===== src/rtl/brg_param_if.sv =====
// Bus interface for brg_param.
// Purpose: groups the run-control, divisor-load and strobe signals of the
// SPART baud-rate generator so that the design and its driver share one bundle.
// Signals:
//   en         run enable (master -> slave)
//   load_high  write shadow high divisor from data_in (master -> slave)
//   load_low   write shadow low divisor from data_in and arm a commit (master -> slave)
//   load_frac  write shadow fraction from data_in (master -> slave)
//   data_in    8-bit load data (master -> slave)
//   rx_resync  restart receive phase at half an rx period (master -> slave)
//   brg_ready  a divisor has been committed since reset (slave -> master)
//   tx_enable  one-cycle transmit bit-rate strobe (slave -> master)
//   rx_enable  one-cycle receive oversample strobe (slave -> master)
interface brg_param_if;
    logic       en;
    logic       load_high;
    logic       load_low;
    logic       load_frac;
    logic [7:0] data_in;
    logic       rx_resync;
    logic       brg_ready;
    logic       tx_enable;
    logic       rx_enable;

    modport master (
        output en, load_high, load_low, load_frac, data_in, rx_resync,
        input  brg_ready, tx_enable, rx_enable
    );

    modport slave (
        input  en, load_high, load_low, load_frac, data_in, rx_resync,
        output brg_ready, tx_enable, rx_enable
    );
endinterface


===== src/rtl/brg_param.sv =====
// brg_param: parametrised baud-rate generator for the SPART datapath.
// Purpose: produces one-cycle tx_enable (bit rate) and rx_enable (oversample
// rate) strobes from a divisor D loaded byte-wise through shadow registers.
// A loaded divisor is committed when idle, or at a tx tick boundary when
// running, so no strobe period ever mixes old and new divisors.
// Ports:
//   clk  system clock, rising edge
//   rst  asynchronous active-high reset
//   bus  brg_param_if.slave (en, load_high, load_low, load_frac, data_in,
//        rx_resync in; brg_ready, tx_enable, rx_enable out)
// Parameters: DIV_W divisor width (>= 9), OS_LOG2 log2 rx oversampling ratio,
//   FRAC_W fractional divisor width.
// Build option: define BRG_FRAC_EN to implement the fractional divisor
//   (load_frac, shadow fraction, active fraction and accumulator). Without it
//   load_frac is ignored and the tx period is exactly D+1.
module brg_param #(
    parameter int unsigned DIV_W   = 16,
    parameter int unsigned OS_LOG2 = 4,
    parameter int unsigned FRAC_W  = 4
) (
    input  logic       clk,
    input  logic       rst,
    brg_param_if.slave bus
);

    localparam int unsigned HI_W  = DIV_W - 8;
    localparam int unsigned CNT_W = DIV_W + 1;
    localparam logic [DIV_W-1:0] DIV_RST = DIV_W'(16'h028B);

    typedef enum logic {S_IDLE, S_RUN} state_t;

    state_t            state_q, state_d;
    logic [HI_W-1:0]   sh_q, sh_d;
    logic [7:0]        sl_q, sl_d;
    logic              pending_q, pending_d;
    logic [DIV_W-1:0]  div_q, div_d;
    logic [CNT_W-1:0]  cnt_tx_q, cnt_tx_d;
    logic [DIV_W-1:0]  cnt_rx_q, cnt_rx_d;

    logic              ready_c;
    logic              tx_tick_c;
    logic              rx_zero_c;
    logic              rx_tick_c;
    logic              commit_c;
    logic              carry_c;
    logic [DIV_W-1:0]  shadow_c;
    logic [DIV_W-1:0]  rate_rx_c;
    logic [DIV_W-1:0]  shadow_rx_c;

    assign shadow_c    = {sh_q, sl_q};
    assign rate_rx_c   = div_q >> OS_LOG2;
    assign shadow_rx_c = shadow_c >> OS_LOG2;

    // State register: IDLE until the first commit, RUN afterwards.
    always_ff @(posedge clk or posedge rst) begin
        if (rst) state_q <= S_IDLE;
        else     state_q <= state_d;
    end

    // Next-state logic.
    always_comb begin
        state_d = state_q;
        case (state_q)
            S_IDLE:  if (pending_q) state_d = S_RUN;
            S_RUN:   state_d = S_RUN;
            default: state_d = S_IDLE;
        endcase
    end

    // Output / strobe decode: strobes depend on registered counters, gated by en.
    always_comb begin
        ready_c   = 1'b0;
        tx_tick_c = 1'b0;
        rx_zero_c = 1'b0;
        rx_tick_c = 1'b0;
        commit_c  = 1'b0;
        case (state_q)
            S_IDLE: commit_c = pending_q;
            S_RUN: begin
                ready_c   = 1'b1;
                tx_tick_c = bus.en && (cnt_tx_q == '0);
                rx_zero_c = bus.en && (cnt_rx_q == '0);
                // A resync cycle never emits an rx strobe.
                rx_tick_c = rx_zero_c && !bus.rx_resync;
                // Running: commit only at a tx period boundary.
                commit_c  = pending_q && tx_tick_c;
            end
            default: ;
        endcase
    end

    assign bus.brg_ready = ready_c;
    assign bus.tx_enable = tx_tick_c;
    assign bus.rx_enable = rx_tick_c;

    // Shadow loads, commit and counter next-state.
    always_comb begin
        sh_d      = sh_q;
        sl_d      = sl_q;
        pending_d = pending_q;
        div_d     = div_q;
        cnt_tx_d  = cnt_tx_q;
        cnt_rx_d  = cnt_rx_q;

        // Commit consumes the shadow as it stood before this edge; a load on
        // the same edge re-arms pending for the following boundary.
        if (commit_c) pending_d = 1'b0;
        if (bus.load_high) begin
            sh_d = HI_W'(bus.data_in);
        end else if (bus.load_low) begin
            sl_d      = bus.data_in;
            pending_d = 1'b1;
        end

        if (commit_c) begin
            div_d    = shadow_c;
            cnt_tx_d = {1'b0, shadow_c};
            cnt_rx_d = shadow_rx_c;
        end else if (ready_c && bus.en) begin
            if (tx_tick_c) cnt_tx_d = {1'b0, div_q} + CNT_W'(carry_c);
            else           cnt_tx_d = cnt_tx_q - CNT_W'(1);
            if (rx_zero_c) cnt_rx_d = rate_rx_c;
            else           cnt_rx_d = cnt_rx_q - DIV_W'(1);
        end

        // Start-bit resync restarts rx at mid-period, overriding any reload.
        if (ready_c && bus.en && bus.rx_resync) begin
            cnt_rx_d = (commit_c ? shadow_rx_c : rate_rx_c) >> 1;
        end
    end

    // Datapath registers.
    always_ff @(posedge clk or posedge rst) begin
        if (rst) begin
            sh_q      <= DIV_RST[DIV_W-1:8];
            sl_q      <= DIV_RST[7:0];
            pending_q <= 1'b0;
            div_q     <= DIV_RST;
            cnt_tx_q  <= '0;
            cnt_rx_q  <= '0;
        end else begin
            sh_q      <= sh_d;
            sl_q      <= sl_d;
            pending_q <= pending_d;
            div_q     <= div_d;
            cnt_tx_q  <= cnt_tx_d;
            cnt_rx_q  <= cnt_rx_d;
        end
    end

`ifdef BRG_FRAC_EN
    logic [FRAC_W-1:0] sf_q, sf_d;
    logic [FRAC_W-1:0] frac_q, frac_d;
    logic [FRAC_W-1:0] acc_q, acc_d;
    logic [FRAC_W:0]   frac_sum_c;

    // Fraction accumulator: its carry stretches one tx period by a cycle.
    always_comb begin
        sf_d       = sf_q;
        frac_d     = frac_q;
        acc_d      = acc_q;
        carry_c    = 1'b0;
        frac_sum_c = {1'b0, acc_q} + {1'b0, frac_q};
        if (bus.load_frac) sf_d = FRAC_W'(bus.data_in);
        if (commit_c) begin
            frac_d = sf_q;
            acc_d  = '0;
        end else if (tx_tick_c) begin
            acc_d   = frac_sum_c[FRAC_W-1:0];
            carry_c = frac_sum_c[FRAC_W];
        end
    end

    always_ff @(posedge clk or posedge rst) begin
        if (rst) begin
            sf_q   <= '0;
            frac_q <= '0;
            acc_q  <= '0;
        end else begin
            sf_q   <= sf_d;
            frac_q <= frac_d;
            acc_q  <= acc_d;
        end
    end
`else
    logic unused_frac;
    assign carry_c     = 1'b0;
    assign unused_frac = bus.load_frac ^ (FRAC_W == 0);
`endif

endmodule


===== src/flat_wrapper.sv =====
// flat-port wrapper written by rule: the top's interface ports become plain ports
module brg_param_flat 
#(
    parameter int unsigned DIV_W   = 16,
    parameter int unsigned OS_LOG2 = 4,
    parameter int unsigned FRAC_W  = 4
)
  (clk, rst, bus_en, bus_load_high, bus_load_low, bus_load_frac, bus_data_in, bus_rx_resync, bus_brg_ready, bus_tx_enable, bus_rx_enable);
  brg_param_if bus_i ();
  input  logic clk;
  input  logic rst;
  input wire logic [$bits(bus_i.en)-1:0] bus_en;
  input wire logic [$bits(bus_i.load_high)-1:0] bus_load_high;
  input wire logic [$bits(bus_i.load_low)-1:0] bus_load_low;
  input wire logic [$bits(bus_i.load_frac)-1:0] bus_load_frac;
  input wire logic [$bits(bus_i.data_in)-1:0] bus_data_in;
  input wire logic [$bits(bus_i.rx_resync)-1:0] bus_rx_resync;
  output wire logic [$bits(bus_i.brg_ready)-1:0] bus_brg_ready;
  output wire logic [$bits(bus_i.tx_enable)-1:0] bus_tx_enable;
  output wire logic [$bits(bus_i.rx_enable)-1:0] bus_rx_enable;
  assign bus_i.en = bus_en;
  assign bus_i.load_high = bus_load_high;
  assign bus_i.load_low = bus_load_low;
  assign bus_i.load_frac = bus_load_frac;
  assign bus_i.data_in = bus_data_in;
  assign bus_i.rx_resync = bus_rx_resync;
  assign bus_brg_ready = bus_i.brg_ready;
  assign bus_tx_enable = bus_i.tx_enable;
  assign bus_rx_enable = bus_i.rx_enable;
  brg_param #(.DIV_W(DIV_W), .OS_LOG2(OS_LOG2), .FRAC_W(FRAC_W)) u_core (.clk(clk), .rst(rst), .bus(bus_i));
endmodule

===== config.mk =====
export PLATFORM = sky130hd
export DESIGN_NAME = brg_param_flat
export DESIGN_NICKNAME = d
export VERILOG_FILES = /design/src/rtl/brg_param_if.sv /design/src/rtl/brg_param.sv /design/src/flat_wrapper.sv
export SDC_FILE = /design/constraint.sdc
export NUM_CORES = 1
export LEC_CHECK = 0
export ABC_CLOCK_PERIOD_IN_PS = 2600
export BUFFER_PORTS_ARGS = -buffer_cell sky130_fd_sc_hd__buf_2
export CAP_MARGIN = 5
export CORE_MARGIN = 8
export CORE_UTILIZATION = 55
export CTS_CLUSTER_DIAMETER = 200
export DETAILED_ROUTE_END_ITERATION = 12
export PLACE_DENSITY_LB_ADDON = 0.1
export SYNTH_ARGS = -nofsm -noshare
export SYNTH_HDL_FRONTEND = slang
export SYNTH_SLANG_ARGS = --single-unit
export TNS_END_PERCENT = 50

===== constraint.sdc =====
create_clock -name clk -period 2.6 [get_ports clk]
set_input_delay 0.52 -clock clk [delete_from_list [all_inputs] [get_ports clk]]
set_output_delay 0.52 -clock clk [all_outputs]
set_load 0.02 [all_outputs]

# Word level (Yosys, flattened, before mapping)
# Cells that the tools add are included.
# word_totals
word_cells,41
output_inout_bits,3
inputBits,15
regBits,67
# op_classes
bitwise_logic,2
n_reduce_logical,12
add_sub_neg,2
mux,18
# ops
cell,count
16-bit 2-to-1 mux,4
17-bit 2-to-1 mux,3
17-bit logical NOT,1
"17-bit by 1-bit subtractor with 17-bit output, second input constant",1
16-bit logical NOT,1
"16-bit by 1-bit subtractor with 16-bit output, second input constant",1
12-bit 2-to-1 mux,1
1-bit 2-to-1 mux,8
1-bit logical AND,6
1-bit case mux with 2 select lines,2
3-bit nonzero test,1
1-bit inverter,2
2-bit AND reduction,1
2-bit nonzero test,1
1-bit logical NOT,1

# Logic depth before layout (Yosys ltp)
# Gate-level depths: netlist of the first run.
# logic_depth
ltp_word,7
depth_mapped,9
mapped_depth_nobuf,9

# Least setup slack after synthesis of the first run
# No wires, ideal clock.
# synth_path
kind,reg-to-output
startpoint,reg u_core.cnt_rx_q[5]
endpoint,out bus_rx_enable
stages_incl_launch_ff,7
setup_slack_ps,285
required_time_ps,2080
arrival_time_ps,1795
path_buffers,2
path_cell_list,dfrtp_1 nor4_4 nand4_1 or2_1 clkbuf_1 buf_6 nor2_1
# synth_between
elab_chain_cells,4
# synth_lines
item,line_no,rtl
from (decl),brg_param.sv:38,"logic [DIV_W-1:0] cnt_rx_q, cnt_rx_d;"
from (signal assigned),brg_param.sv:147,cnt_rx_q <= cnt_rx_d;
16-bit logical NOT,brg_param.sv:82,rx_zero_c = bus.en && (cnt_rx_q == '0);
1-bit logical AND,brg_param.sv:82,
1-bit logical AND,brg_param.sv:84,rx_tick_c = rx_zero_c && !bus.rx_resync;
1-bit 2-to-1 mux,brg_param.sv:77,case (state_q)
to (decl),flat_wrapper.sv:20,output wire logic [$bits(bus_i.rx_enable)-1:0] bus_rx_enable;
# No other way between the ends.

# Final worst setup path of the first run
# layout_path
startpoint,reg u_core.cnt_rx_q[6]
endpoint,out bus_rx_enable
# The elaborated chain is that of the path after synthesis.

==> results of run 1 <==
## power groups by stage
stage | Combinational, uW | Clock [uW] | Sequential, uW
global route | 788 | 1070 | 1570
floorplan | 541 | 0 | 1450
finish | 700 | 1020 | 1540
global placement | 671 | 0 | 1520
CTS | 693 | 1040 | 1520
detailed placement | 690 | 0 | 1530
## metrics by stage
stage | area [sq um] | setup WS (ps) | utilization (%) | total power, uW | instances
2_1_floorplan | 3740 | 285 | - | 1990 | 414
3_3_place_gp | 4030 | 373 | 60.3 | 2190 | 516
3_5_place_dp | 4030 | 313 | 60.3 | 2220 | 516
4_1_cts | 4270 | 36.9 | 63.9 | 3250 | 532
5_1_grt | 4280 | 4.92 | 64.1 | 3430 | 532
6_report | 4280 | 120 | 64.1 | 3260 | 532
## repair_timing
item	in CTS	in global routing
setup buffers	0	0
gates resized for setup	1	3
endpoints found under the setup margin	1	1
## cell usage after synthesis, types with 10 or more instances
master    count  area [sq um]
dfrtp_1      57          1430
nor2_1       30           113
nand2_1      72           270
mux2_2       20           225
clkbuf_1     11          41.3
o21ai_0      28           140
nor3_1       13          65.1
a21oi_1      20           100
dfstp_2      10           263
o211ai_1     11          82.6
nand3_1      12          60.1
## cell type report
cell class                      instances  share of cell area [%]
Tap cell                               80                    2.34
Sequential cell                        67                    39.5
Multi-Input combinational cell        321                    45.8
Timing Repair Buffer                   39                    6.19
Inverter                                9                   0.789
Clock inverter                          6                    2.19
Clock buffer                           10                    3.21
## flip-flops by register name (all words and copies together), names as in the netlist
name              count
u_core.cnt_tx_q      17
u_core.sh_q           8
u_core.sl_q           8
u_core.state_q        1
u_core.pending_q      1
u_core.cnt_rx_q      16
u_core.div_q         16
## metal layers
layer / up-vias / wire length, um / track usage, %
met5: - / 0 / 0
met4: 0 / 246 / 7.44
met3: 20 / 810 / 7.19
met2: 142 / 4790 / 34.7
met1: 1643 / 4430 / 28.7
li1: 1581 / - / -
## how the worst max path moves through the flow
stage | to | slack (ps)
2_1_floorplan | bus_rx_enable | 290
3_3_place_gp | u_core.cnt_rx_q[4]$_DFFE_PP0P_ | 370
3_5_place_dp | u_core.cnt_rx_q[4]$_DFFE_PP0P_ | 310
4_1_cts | bus_tx_enable | 40
5_1_grt | bus_rx_enable | 5
6_report | bus_rx_enable | 120
## kinds of logic after synthesis
family	after synthesis
and+or+nand+nor	176
AOI/OAI and AO/OA	106
DFF	67
buffers and inverters	26
muxes	22
xor gates and xnor gates	14
adders and majority gates	3
==> run_results.csv, run 1 <==
group,metric,value,unit
run_status,status,"finished clean",
setup_path,max_stage_delay,470,ps
logic_synthesis,ys_warn_count,0,
layout,regArea,1690,sq um
pwr,clock_power_share,31.2,%
clock_network,ctsHoldBuffers,0,
timing,tightestPinTransition,733,ps
worst_hold_path,worstHoldPathType,"input port to asynchronous set/reset pin",
die,dieArea,9700,sq um
die,die_w,98.5,um
layout,nFillCells,592,
setup_path,worstSetupPathType,"flip-flop to output port",
timing,timing.hold.ws,183,ps
timing,finalClockSkew,12.7,ps
setup_path,cp_max_fo,8,
setup_path,required,2080,ps
routing,ant_nets,0,
timing,maxSlewViolCount,0,
setup_path,rr_startpoint,"u_core.cnt_tx_q[0]$_DFFE_PP0P_",
pwr,p_sw,1070,uW
pwr,pwr_density_cell,760,nW/um^2
die,die_y,98.5,um
placed_design,portBuffers,16,
routing,vias,3386,
setup_path,critical_path.top_delay_family,"simple AND/OR/NAND/NOR gates",
logic_synthesis,synth_fa_ha_area_share,1.00,%
logic_synthesis,synth_edf_count,0,
global_routing,grt_pass1_vias,3265,
clock_network,cts_tree,"built",
layout,layout_common_cells,"nand2_1 (72), dfrtp_1 (56), nor2_1 (30), o21ai_0 (28), buf_4 (22)",
global_routing,grt_pass1_wl,17.1,mm
setup_path,critical_path_depth,5,
logic_synthesis,synthMuxAreaShare,6.55,%
routing,wl,10.3,mm
setup_path,worst_ep_arrival_time,1960,ps
layout,multi_input_area,1960,sq um
clock_network,clk_latency,360,ps
timing,relSlewSlack,51.0,%
clock_network,clock-sinks,67,
die,initial_utilization,56.0,%
logic_synthesis,synthArstFlopShare,100,%
die,coreArea,6680,sq um
placed_design,dp_hpwl,7.45,mm
routing,via_per_inst,6.36,
timing,tns,0,ps
global_routing,grt_max_degree,45,
pwr,leakage,0.00188,uW
timing,setup_viol,0,
timing,fmax,403,MHz
clock_network,h-tree-depth,3,
logic_synthesis,synth_xor_area_share,3.28,%
setup_path,ff2ff_setup_slack,310,ps
clock_network,clockBufferDepth,2,
routing,drc,0,
logic_synthesis,synth_top_family_by_area,"simple AND/OR/NAND/NOR gates",
setup_path,worstSetupEndpointType,"output port",
routing,detail_route.wl_per_cell,19.3,um
run,cap_violations,0,
layout,final_common_cell,"nand2_1",
timing,final_min_period_over_clock_period,95.4,%
logic_synthesis,avgSynthCellArea,9.04,sq um
logic_synthesis,yosys_register_bits,67,
setup_path,rr_worst_depth,9,
logic_synthesis,synth_compound_gate_area_share,18.0,%
pwr,p_seq_share,47.3,%
setup_path,worst-path-buf-inv,1,
timing,grt_setup_unrepaired,"no",
setup_path,r2r_end,"u_core.cnt_rx_q[4]$_DFFE_PP0P_",
layout,final_layout_size_suffix_gt1_share,21.9,%
logic_synthesis,ys_types,54,
die,io-pin-count,18,
layout,diodes,0,
die,core.rowCount,30,
setup_path,slowest_stage,"dfrtp_1",
setup_path,path_cells,"nor4_2 -> nand4_1 -> or2_1 -> nor2_1 -> buf_2",
logic_synthesis,ys_seq_area_share,45.1,%
clock_network,cts_buffers,9,
pwr,netSwitchingFraction,32.9,%
layout,area_growth,14.4,%
placed_design,gp_congestion,0.877,
routing,drt_iter0_drc,252,
clock_network,clk_pin_slew_worst_paths,80,ps
pwr,peakVddDrop,0.000539,V
pwr,intPower,2180,uW
routing,drt_first_pass_iters,5,
pwr,combPwrFrac,21.5,%
layout,layout.nets,465,
timing,finalHoldViolations,0,
setup_path,worst_setup_path_start_kind,"flip-flop",
logic_synthesis,netlist_area,3740,sq um
setup_path,startpoint,"u_core.cnt_rx_q[6]$_DFFE_PP0P_",
global_routing,overflow,0,
logic_synthesis,synth_simple_gate_area_share,23.1,%
clock_network,cts_root_buffer,"clkbuf_8",
logic_synthesis,synth_cells,414,
logic_synthesis,synthFlopType,"dfrtp_1",
global_routing,antenna_found_initial,0,
global_routing,grtUsageTotal,22.4,%
logic_synthesis,syn-num-nets,432,
timing,fin_crit,2480,ps
(Power assumes the default switching activity.)
==> run 2: changes to the inputs <==
--- a/config.mk
+++ b/config.mk
@@ -5,6 +5,7 @@
 export SDC_FILE = /design/constraint.sdc
 export NUM_CORES = 1
 export LEC_CHECK = 0
+export ABC_AREA = 1
 export ABC_CLOCK_PERIOD_IN_PS = 2600
 export BUFFER_PORTS_ARGS = -buffer_cell sky130_fd_sc_hd__buf_2
 export CAP_MARGIN = 5
==> run 2 against run 1 <==
  * Fmax decreased by 1.7%
  * Synthesized cell count increased by 37%
  * Clock-buffer cell count unchanged
  * Die area increased by 7.7%
  * Largest power group unchanged
  * Clock skew decreased by 1.7 ps
  * Critical path depth increased by 4
  * Worst setup slack got worse by 42 ps
  * Final cell count increased by 29%
  * Highest routed layer unchanged
  * Sequential share of layout area decreased by 1.4 points
  * Hold slack improved by 30 ps
  * Utilization decreased by 2.7 points
  * Flip-flop and latch count unchanged
==> run_results.csv, run 2 <==
group,metric,value,unit
run_status,status,"finished clean",
timing,fmax,397,MHz
global_routing,antenna_found_initial,0,
setup_path,slowest_stage,"dfrtp_1",
setup_path,worstSetupPathType,"flip-flop to output port",
logic_synthesis,ys_seq_area_share,41.3,%
clock_network,cts_buffers,9,
die,core.rowCount,31,
clock_network,ctsHoldBuffers,0,
placed_design,place_inst,672,
global_routing,grtUsageTotal,20.7,%
logic_synthesis,synth_cells,568,
setup_path,worst_ep_arrival_time,2000,ps
setup_path,worst_setup_path_start_kind,"flip-flop",
logic_synthesis,synth_edf_count,0,
logic_synthesis,ys_top_cells_by_count,"nand2_1 (210), inv_1 (64), dfrtp_1 (57)",
logic_synthesis,netlist_area,4090,sq um
setup_path,max_stage_delay,380,ps
timing,final_min_period_over_clock_period,97.0,%
timing,setup_viol,0,
logic_synthesis,synthArstFlopShare,100,%
setup_path,critical_path.top_delay_family,"simple AND/OR/NAND/NOR gates",
placed_design,gp_congestion,0.919,
routing,detail_route.wl_per_cell,14.3,um
logic_synthesis,avgSynthCellArea,7.20,sq um
routing,via_per_inst,5.26,
routing,drt_first_pass_iters,5,
setup_path,rr_startpoint,"u_core.cnt_tx_q[0]$_DFFE_PP0P_",
timing,fin_crit,2520,ps
logic_synthesis,synth_fa_ha_area_share,0.918,%
die,die_w,102,um
routing,ant_nets,0,
global_routing,grt_pass1_wl,16.8,mm
die,dieArea,10400,sq um
timing,tightestPinTransition,597,ps
clock_network,cts_setup_buffers,0,
layout,layout_common_cells,"nand2_1 (210), inv_1 (63), dfrtp_1 (57), nand3_1 (53), nor2_1 (41)",
placed_design,dp_hpwl,7.00,mm
die,io-pin-count,18,
clock_network,clk_pin_slew_worst_paths,80,ps
pwr,leakage,0.00236,uW
layout,reg.largest.list,"u_core.cnt_tx_q: 17 flops, u_core.cnt_rx_q: 16 flops, u_core.div_q: 16 flops",
routing,wl,9.86,mm
logic_synthesis,synth_xor_area_share,2.14,%
setup_path,required,2080,ps
logic_synthesis,synthFlopType,"dfrtp_1",
routing,drc,0,
clock_network,clockBufferDepth,2,
placed_design,portBuffers,16,
global_routing,overflow,0,
die,coreArea,7210,sq um
clock_network,cts_tree,"built",
logic_synthesis,synthMuxAreaShare,0.275,%
setup_path,worst-path-buf-inv,2,
layout,final_layout_size_suffix_gt1_share,14.3,%
logic_synthesis,synth_compound_gate_area_share,8.08,%
clock_network,cts_root_buffer,"clkbuf_8",
run,cap_violations,0,
logic_synthesis,synth_largest_area_cell,"dfrtp_1",
layout,fin_cells,688,
layout,largest_reg_flops,17,
clock_network,clk_latency,360,ps
logic_synthesis,syn-num-nets,586,
layout,final_common_cell,"nand2_1",
clock_network,h-tree-depth,3,
worst_hold_path,worstHoldPathType,"input port to asynchronous set/reset pin",
layout,area_growth,8.41,%
pwr,pwr_density_cell,854,nW/um^2
logic_synthesis,synth_simple_gate_area_share,37.4,%
setup_path,startpoint,"u_core.cnt_rx_q[0]$_DFFE_PP0P_",
pwr,peakVddDrop,0.000430,V
layout,regMostFlops,"u_core.cnt_tx_q",
routing,vias,3618,
global_routing,grt_pass1_vias,3487,
layout,layout.nets,602,
timing,maxSlewViolCount,0,
timing,finalHoldViolations,0,
layout,diodes,0,
timing,relSlewSlack,60.2,%
logic_synthesis,yosys-top-cells-area,"dfrtp_1 (35%), nand2_1 (19%), nand3_1 (6.6%)",
routing,drt_iter0_drc,203,
die,die_y,102,um
timing,tns,0,ps
global_routing,grt_max_degree,41,
clock_network,clock-sinks,67,
timing,finalClockSkew,11.0,ps
die,initial_utilization,56.7,%
setup_path,path_cells,"inv_1 -> ha_2 -> nand3_2 -> nor2_2 -> nand3_1 -> nor4_1 -> nand2_1 -> nor2_1 -> buf_2",
logic_synthesis,synth_top_family_by_area,"simple AND/OR/NAND/NOR gates",
setup_path,cp_max_fo,5,
logic_synthesis,synth_most_common_cell,"nand2_1",
setup_path,worstSetupEndpointType,"output port",
logic_synthesis,ys_types,40,
logic_synthesis,ys_warn_count,0,
logic_synthesis,synth_top_area_share,34.9,%
logic_synthesis,yosys_register_bits,67,
run 2: cell count changes in the layout (fill, tap and decap cells not counted), moves of 15 or more:
cell and change:
nand2_1 +138, a21oi_1 -15, nand3_1 +41, inv_1 +55, mux2_2 -19, buf_4 -17
run 2: cell type report:
type,count,area (sq um)
flip-flops and latches,67,1690
well taps,99,124
repair buffers,22,138
clock buffers,10,138
fillers,707,2780
multi-input cells,415,2010
clock inverters,6,71.3
inverters,69,267
run 2: final timing paths:
| path | endpoint | slack, ps | cells after the start |
|---|---|---|---|
| min in group clk | u_core.sh_q[7]$_DFFE_PP0P_ | 380 | 2 |
| worst min register to register | u_core.div_q[3]$_DFFE_PP1P_ | 470 | 2 |
| worst max register to register | u_core.cnt_tx_q[8]$_DFFE_PP0P_ | 590 | 12 |
| worst min-delay path | u_core.sl_q[2]$_DFFE_PP0P_ | 210 | 2 |
| worst max-delay path | bus_rx_enable | 80 | 9 |
| max in group asynchronous | u_core.div_q[9]$_DFFE_PP1P_ | 1700 | 3 |
run 2: through the flow:
step           utilization, %  instance area, sq um  setup slack, ps  hold slack (ps)  power [uW]
3_3_place_gp             58.4                  4210              412              456        2800
5_1_grt                  61.4                  4430            -12.4              260        4100
4_1_cts                  61.4                  4430             47.4              226        3790
2_1_floorplan               -                  4090              407              445        2550
3_5_place_dp             58.4                  4210              394              457        2840
6_report                 61.4                  4430             78.1              213        3780
run 2: cell families (layout without fill, tap and decap cells):
group / Yosys count / in the layout
flops: 67 / 67
buf+inv: 86 / 107
xor+xnor: 10 / 10
compound gates: 58 / 58
mux: 1 / 1
fa+ha+maj: 3 / 3
simple gates: 343 / 343
run 2: layer usage:
| metal | routed length (um) | vias up | global-route usage [%] |
|---|---|---|---|
| met5 | 0 | - | 0 |
| met4 | 223 | 0 | 8.01 |
| met3 | 549 | 18 | 4.77 |
| met2 | 4530 | 113 | 32.4 |
| met1 | 4550 | 1674 | 27.0 |
| li1 | - | 1813 | - |
run 2: where the power goes:
part           switching (uW)  leakage [uW]  total (uW)  internal (uW)
combinational             803       0.00146        1310            506
sequential                251      0.000804        1550           1300
clock                     444     0.0000995         921            477
total                    1500       0.00236        3780           2290
run 2: repair_timing:
action,4_1_cts,5_1_grt
endpoints found under the hold margin,0,0
gates resized for setup,1,2
endpoints found under the setup margin,1,1
==> run 3: changes to the inputs <==
--- a/config.mk
+++ b/config.mk
@@ -9,6 +9,7 @@
 export ABC_CLOCK_PERIOD_IN_PS = 2600
 export BUFFER_PORTS_ARGS = -buffer_cell sky130_fd_sc_hd__buf_2
 export CAP_MARGIN = 5
+export CORE_ASPECT_RATIO = 0.5
 export CORE_MARGIN = 8
 export CORE_UTILIZATION = 55
 export CTS_CLUSTER_DIAMETER = 200
==> run 3 against run 2 <==
  * Critical endpoint unchanged
  * Clock-buffer cell count is the same
  * Final cell count shrank 0.58%
  * Wire length grew 3.4%
  * Clock skew shrank 7.3 ps
  * Highest routed layer unchanged
  * Utilization grew 1.6 points
  * Hold slack lost 5.4 ps
  * Die area grew 1.6%
==> run_results.csv, run 3 (same netlist as run 2, synthesis figures left out) <==
group,metric,value,unit
pwr,pwr_density_cell,954,nW/um^2
setup_path,cp-endpoint,"bus_rx_enable",
timing,maxSlewViolCount,0,
layout,fin_area,4580,sq um
layout,area_growth,12.1,%
setup_path,cp_max_fo,5,
setup_path,rr_worst_depth,12,
global_routing,grt_pass1_vias,3550,
clock_network,clock-sinks,67,
layout,largest_reg_flops,17,
die,die_y,77.0,um
timing,setup_viol,0,
placed_design,place_inst,668,
die,initial_utilization,56.3,%
layout,reg.largest.list,"u_core.cnt_tx_q: 17 flops, u_core.cnt_rx_q: 16 flops, u_core.div_q: 16 flops",
placed_design,gp_congestion,0.886,
routing,via_per_inst,5.28,
global_routing,antenna_found_initial,0,
routing,wl,10.2,mm
routing,detail_route.wl_per_cell,14.9,um
worst_hold_path,worstHoldPathType,"input port to asynchronous set/reset pin",
run_status,status,"finished clean",
setup_path,rr_startpoint,"u_core.cnt_tx_q[0]$_DFFE_PP0P_",
timing,tns,0,ps
layout,regMostFlops,"u_core.cnt_tx_q",
die,coreArea,7270,sq um
setup_path,worst_ep_arrival_time,1910,ps
clock_network,h-tree-depth,3,
clock_network,cts_setup_buffers,0,
setup_path,ff2ff_setup_slack,480,ps
layout,fin_cells,684,
global_routing,grtUsageTotal,21.3,%
clock_network,cts_tree,"built",
die,die_w,138,um
routing,drt_first_pass_iters,5,
layout,final_layout_size_suffix_gt1_share,14.1,%
clock_network,clk_pin_slew_worst_paths,60,ps
global_routing,overflow,0,
clock_network,cts_root_buffer,"clkbuf_16",
layout,final_common_cell,"nand2_1",
layout,layout.nets,601,
layout,nFillCells,675,
timing,finalHoldViolations,0,
timing,tightestPinTransition,604,ps
die,io-pin-count,18,
placed_design,place_area,4200,sq um
timing,fmax,411,MHz
setup_path,startpoint,"u_core.cnt_rx_q[0]$_DFFE_PP0P_",
setup_path,worstSetupPathType,"flip-flop to output port",
timing,grt_setup_unrepaired,"no",
routing,ant_nets,0,
pwr,leakage,0.00243,uW
setup_path,worstSetupEndpointType,"output port",
placed_design,dp_hpwl,7.09,mm
routing,drc,0,
die,dieArea,10600,sq um
layout,diodes,0,
timing,finalClockSkew,3.76,ps
clock_network,cts_buffers,9,
run,cap_violations,0,
clock_network,clk_latency,340,ps
global_routing,grt_max_degree,46,
placed_design,portBuffers,16,
timing,final_min_period_over_clock_period,93.6,%
die,core.rowCount,22,
routing,vias,3609,
timing,relSlewSlack,59.7,%
setup_path,r2r_end,"u_core.cnt_rx_q[6]$_DFFE_PP0P_",
clock_network,clockBufferDepth,2,
setup_path,worst_setup_path_start_kind,"flip-flop",
pwr,peakVddDrop,0.000480,V
global_routing,grt_pass1_wl,17.7,mm
setup_path,required,2080,ps
routing,drt_iter0_drc,407,
layout,layout_common_cells,"nand2_1 (210), inv_1 (63), dfrtp_1 (57), nand3_1 (53), nor2_1 (41)",
clock_network,ctsHoldBuffers,0,
timing,fin_crit,2430,ps
[run 3: report_power, final]
| part | internal (uW) | total (uW) | switching, uW |
|---|---|---|---|
| Sequential | 1310 | 1550 | 248 |
| Combinational | 504 | 1310 | 803 |
| Clock | 1040 | 1520 | 478 |
[run 3: critical path, cell delays in order (launching register included)]
cell     delay (ps)
dfrtp_1         380
inv_1           100
ha_2            220
nand3_2         150
nor2_2          130
nand3_1         110
nor4_2          150
nand2_1          90
nor2_1           80
buf_2           160
[run 3: metrics by stage]
| stage | setup WS, ps | util [%] | hold WS [ps] | total power, uW |
|---|---|---|---|---|
| CTS | 0.637 | 62.9 | 220 | 4360 |
| global placement | 391 | 57.8 | 455 | 2790 |
| global route | 45.2 | 63.1 | 255 | 4690 |
| floorplan | 407 | - | 445 | 2550 |
| detailed placement | 371 | 57.8 | 458 | 2820 |
| finish | 167 | 63.1 | 207 | 4380 |
[run 3: worst min-delay path by stage]
| stage | startpoint | endpoint | cells after the start |
|---|---|---|---|
| after floorplan | u_core.div_q[3]$_DFFE_PP1P_ | u_core.div_q[3]$_DFFE_PP1P_ | 2 |
| after global placement | u_core.div_q[3]$_DFFE_PP1P_ | u_core.div_q[3]$_DFFE_PP1P_ | 2 |
| after detailed placement | u_core.div_q[3]$_DFFE_PP1P_ | u_core.div_q[3]$_DFFE_PP1P_ | 2 |
| after CTS | rst | u_core.sh_q[0]$_DFFE_PP0P_ | 2 |
| after global routing | rst | u_core.sh_q[0]$_DFFE_PP0P_ | 2 |
| final | rst | u_core.sh_q[0]$_DFFE_PP0P_ | 2 |
[run 3: area by class of cell]
class	instances	area (sq um)	share of cell area (%)
well taps	96	120	2.62
multi-input cells	415	2010	43.9
repair buffers	21	130	2.84
inverters	69	267	5.81
flip-flops and latches	67	1690	36.8
clock inverters	6	136	2.97
clock buffers	10	229	4.99
[run 3: repair_timing]
action                     CTS  global route
hold endpoints to repair     0             0
setup endpoints to repair    0             1
gates resized for setup      0             4
[run 3: layer usage]
| layer | global-route usage [%] | share of wire, % | up-vias |
|---|---|---|---|
| li1 | - | - | 1825 |
| met1 | 30.9 | 50 | 1668 |
| met2 | 29.9 | 42 | 99 |
| met3 | 5.14 | 6.2 | 17 |
| met4 | 7.24 | 1.6 | 0 |
| met5 | 0 | 0 | - |
